<file path="src/rtl/mmio_arb_pkg.sv">
// Shared types and default widths for the two-master MMIO arbiter.
package mmio_arb_pkg;
  localparam int unsigned DEF_ADDR_W = 21;
  localparam int unsigned DEF_DATA_W = 32;

  typedef enum logic [1:0] {
    IDLE = 2'd0,
    BUS  = 2'd1,
    ACK  = 2'd2
  } state_t;
endpackage

</file>
<file path="src/rtl/rr_arb2.sv">
// Two-way round-robin arbiter; the pointer names the master that wins a tie.
module rr_arb2 (
  input  logic       clk,
  input  logic       reset,
  input  logic [1:0] req,
  input  logic       advance,
  output logic [1:0] gnt
);
  logic ptr;

  always_comb begin
    gnt = req;
    if (req == 2'b11) gnt = ptr ? 2'b10 : 2'b01;
  end

  // After a grant the pointer moves to the master that was not granted.
  always_ff @(posedge clk) begin
    if (reset) ptr <= 1'b0;
    else if (advance && (gnt != 2'b00)) ptr <= gnt[0];
  end
endmodule

</file>
<file path="src/rtl/mmio_arbiter.sv">
// Arbitrates two MMIO masters onto one FPro bus: grant, one bus cycle, one ack cycle.
module mmio_arbiter
  import mmio_arb_pkg::*;
#(
  parameter int unsigned ADDR_W = DEF_ADDR_W,
  parameter int unsigned DATA_W = DEF_DATA_W
) (
  input  logic                   clk,
  input  logic                   reset,
  input  logic [1:0]             m_req,
  input  logic [1:0]             m_wr,
  input  logic [1:0][ADDR_W-1:0] m_addr,
  input  logic [1:0][DATA_W-1:0] m_wr_data,
  output logic [1:0]             m_ack,
  output logic [DATA_W-1:0]      m_rd_data,
  output logic                   mmio_cs,
  output logic                   mmio_wr,
  output logic                   mmio_rd,
  output logic [ADDR_W-1:0]      mmio_addr,
  output logic [DATA_W-1:0]      mmio_wr_data,
  input  logic [DATA_W-1:0]      mmio_rd_data
);
  state_t     state, state_nxt;
  logic       take;
  logic [1:0] gnt;
  logic       gnt_idx;
  logic       sel;
  logic       cmd_wr;

  assign gnt_idx = gnt[1];

  rr_arb2 u_arb (
    .clk     (clk),
    .reset   (reset),
    .req     (m_req),
    .advance (take),
    .gnt     (gnt)
  );

  always_comb begin
    state_nxt = state;
    take      = 1'b0;
    case (state)
      IDLE: if (m_req != 2'b00) begin
        take      = 1'b1;
        state_nxt = BUS;
      end
      BUS:     state_nxt = ACK;
      ACK:     state_nxt = IDLE;
      default: state_nxt = IDLE;
    endcase
  end

  always_ff @(posedge clk) begin
    if (reset) state <= IDLE;
    else       state <= state_nxt;
  end

  // Strobes and ack are registered one cycle ahead of the state they belong to,
  // so the bus sees only flops and the access is frozen at the grant edge.
  always_ff @(posedge clk) begin
    if (reset) begin
      sel          <= 1'b0;
      cmd_wr       <= 1'b0;
      mmio_cs      <= 1'b0;
      mmio_wr      <= 1'b0;
      mmio_rd      <= 1'b0;
      mmio_addr    <= '0;
      mmio_wr_data <= '0;
      m_rd_data    <= '0;
      m_ack        <= '0;
    end else begin
      mmio_cs <= 1'b0;
      mmio_wr <= 1'b0;
      mmio_rd <= 1'b0;
      m_ack   <= '0;
      if (take) begin
        sel          <= gnt_idx;
        cmd_wr       <= m_wr[gnt_idx];
        mmio_addr    <= m_addr[gnt_idx];
        mmio_wr_data <= m_wr_data[gnt_idx];
        mmio_cs      <= 1'b1;
        mmio_wr      <= m_wr[gnt_idx];
        mmio_rd      <= ~m_wr[gnt_idx];
      end
      if (state == BUS) begin
        if (!cmd_wr) m_rd_data <= mmio_rd_data;
        m_ack <= sel ? 2'b10 : 2'b01;
      end
    end
  end
endmodule

</file>
<file path="config.mk">
export PLATFORM = sky130hd
export DESIGN_NAME = mmio_arbiter
export DESIGN_NICKNAME = d
export VERILOG_FILES = /design/src/rtl/mmio_arb_pkg.sv /design/src/rtl/rr_arb2.sv /design/src/rtl/mmio_arbiter.sv
export SDC_FILE = /design/constraint.sdc
export NUM_CORES = 1
export LEC_CHECK = 0
export BUFFER_PORTS_ARGS = -buffer_cell sky130_fd_sc_hd__buf_2
export CORE_MARGIN = 5
export CORE_UTILIZATION = 40
export DETAILED_ROUTE_END_ITERATION = 8
export PLACE_DENSITY = 0.74
export SLEW_MARGIN = 20
export SYNTH_ARGS = -nofsm -noshare
export SYNTH_HDL_FRONTEND = slang
export SYNTH_SLANG_ARGS = --single-unit
</file>
<file path="constraint.sdc">
create_clock -name clk -period 2.3 [get_ports clk]
set_clock_uncertainty 0.2 [all_clocks]
set_input_delay 0.46 -clock clk [delete_from_list [all_inputs] [get_ports clk]]
set_output_delay 0.46 -clock clk [all_outputs]
set_load 0.02 [all_outputs]
</file>
==> flow_summary.ini <==
[outcome]
outcome = finished, final reports clean

[sta]
finalCritPeriodShare = 0.854
setup_viol = 0
rsz0062_at_grt = no
tightest_slew_ns = 1.03
tns_ns = 0
relSlewSlack = 0.316
hold_viol = 0
worst_slack_ns = 0.336
finalMaxSlewViolations = 0
hold_ws_ns = 0.145
fin_crit_ns = 1.96
fmax_mhz = 509

[critical_path]
crit_buf_inv = 1
rr_startpoint = state[0]$_SDFFE_PP0P_
crit_required_ns = 2.32
critPathArrivalTime_ns = 1.98
cp_max_fo = 31
crit_path_max_incr_delay_ns = 0.55
endpoint_kind = flip-flop
critPathKind = flip-flop to flip-flop
critPathSlowestCell = nor2_4
crit_family = simple AND/OR/NAND/NOR gates
cp-startpoint = state[0]$_SDFFE_PP0P_
critPathLaunchType = flip-flop
path_cells = or2_2, nor2_4, buf_16, a311oi_1

[placement]
routabilityCongestion = 0.785
dp_slack_ns = 0.123
dp_hpwl_mm = 9.37
port_buffers = 233

[clock_tree]
postCtsSetupRepairBufs = 0
cts_tree = built
ctsHoldBuffers = 0
cts_resized = 0
clockBufferDepth = 2
cts.sinks = 95
cts.clk_slew.worst_paths_ns = 0.08
cts_buffers = 9
clock_latency_ns = 0.34
cts_root_buf = clkbuf_8
htree_levels = 3

[global_route]
grt-busiest-layer = met2
grt_use_met1 = 0.249
grtUsageMet2 = 0.340
first_global_vias = 4197
grt_pass1_wl_mm = 19.7
grt_use_total = 0.201
grt_max_degree = 58
antenna_found_initial = 0
gr-total-overflow = 0
grt.met3_usage = 0.0382

[finish]
seq_area_um2 = 1900
drive_above_1_share = 0.390
fin_nets = 831
fillers = 930
multi_input_area_um2 = 1850
diodes = 0
area_delta_synth_final_pct = 36.1

[floorplanning]
die_h_um = 110
start_util = 0.409
dieArea_um2 = 12100
rows = 36
die_width_um = 110
core-area_um2 = 9730
pin_count = 234

[logic_synthesis]
synth.area.mux_share = 0
synth_warnings = 0
ys_seq_elements = 95
avgSynthCellArea_um2 = 8.20
netlist_instances = 486
synth-xor-area-share = 0
synth_simple_gate_area_frac = 0.155
synth_cell_type_count = 22
synth_compound_area_frac = 0.302
seq_area_frac_synth = 0.477
synth_top_family_by_area = compound AO/OA/AOI/OAI gates
synthesis.nets = 630
synth.cell_area_um2 = 3980
yosys.area_share.adder = 0

[power]
vdd_drop_max_uv = 255
power_density_nw_per_um2 = 713
cellLeakagePower_nw = 2.41

[min_path]
hold_start = mmio_rd_data[13]
hp-class = input port to flip-flop

[drt]
routed_wl_mm = 13.0
drtIter0Drc = 345
avgRoutedWirePerCell_um = 15.8
drc = 0
via_per_inst = 5.46
vias = 4492
antenna_left = 0
first_pass_iters = 5

[run]
maxCapViolCount = 0
## cell usage in the layout (no fill, tap or decap), drive strengths merged
cell | synthesis | final
nand2 | 64 | 64
and2 | 1 | 1
clkbuf | 21 | 10
a311oi | 55 | 55
a21oi | 88 | 88
nor3 | 2 | 2
nand2b | 1 | 1
clkinv | 0 | 4
nor2 | 3 | 3
or3b | 1 | 1
nand3 | 55 | 55
or2 | 2 | 2
buf | 36 | 247
nor3b | 2 | 2
a21boi | 1 | 1
nor2b | 2 | 2
inv | 1 | 1
o21ai | 55 | 55
and3 | 1 | 1
dfxtp | 95 | 95
## cells in the mapped netlist (all sizes together)
| library cell | number | area (um^2) |
|---|---|---|
| nand2 | 64 | 240 |
| a21boi | 1 | 7.51 |
| a21oi | 88 | 440 |
| or3b | 1 | 8.76 |
| nor2b | 2 | 12.5 |
| or2 | 2 | 12.5 |
| dfxtp | 95 | 1900 |
| clkbuf | 21 | 78.8 |
| a311oi | 55 | 482 |
| and2 | 1 | 6.26 |
| inv | 1 | 3.75 |
| nor2 | 3 | 18.8 |
| nand2b | 1 | 6.26 |
| nor3 | 2 | 10.0 |
| nand3 | 55 | 275 |
| nor3b | 2 | 20.0 |
| o21ai | 55 | 275 |
| buf | 36 | 178 |
| and3 | 1 | 6.26 |
## per-layer routing
metal,part of all wire,wire length [um],up-vias
met4,0.020,257,0
met3,0.097,1260,24
li1,-,-,2179
met5,0,0,-
met1,0.40,5150,2049
met2,0.49,6290,240
## cell type report
cell class	count	area share
clock buffers	10	0.0254
multi-input cells	333	0.340
flip-flops and latches	95	0.351
clock inverters	4	0.00439
inverters	1	0.000693
repair buffers	247	0.247
well taps	133	0.0307
## report_power, final
group	switching (mW)	leakage, nW	internal (mW)
logic	0.636	1.54	0.395
registers	0.0873	0.784	1.80
clock network	0.537	0.0877	0.407
total	1.26	2.41	2.61
## path summary, 6_finish.rpt
path / cells after the start / slack [ns] / end
min reg2reg: 1 / 0.24 / m_ack[0]$_SDFF_PP0_
max: 4 / 0.34 / mmio_wr_data[28]$_SDFFE_PP0P_
max reg2reg: 4 / 0.34 / mmio_wr_data[28]$_SDFFE_PP0P_
min: 3 / 0.14 / m_rd_data[13]$_SDFFE_PP0P_
## flip-flops by register name (all words and copies together), names as in the netlist, 2 cells and up
| signal | flops |
|---|---|
| m_rd_data | 32 |
| state | 2 |
| m_ack | 2 |
| mmio_addr | 21 |
| mmio_wr_data | 32 |
## worst register-to-register path, cell delays in order (launching register included)
cell and delay (ns):
dfxtp_1 0.36, or2_2 0.34, nor2_4 0.55, buf_16 0.26
a311oi_1 0.12
## cells by family after synthesis
group / Yosys count
AO/OA/AOI/OAI: 199
flip-flops: 95
AND/OR/NAND/NOR: 134
buffers and inverters: 58
## stage by stage
step / cells / cell area, um^2 / total power, mW / util
floorplan: 486 / 3980 / 2.54 / -
global placement: 808 / 5230 / 2.92 / 0.538
detailed placement: 809 / 5260 / 2.96 / 0.541
CTS: 823 / 5420 / 3.90 / 0.557
global route: 823 / 5420 / 4.08 / 0.557
finish: 823 / 5420 / 3.87 / 0.557
Note: power is estimated with default switching activity, not from simulation.
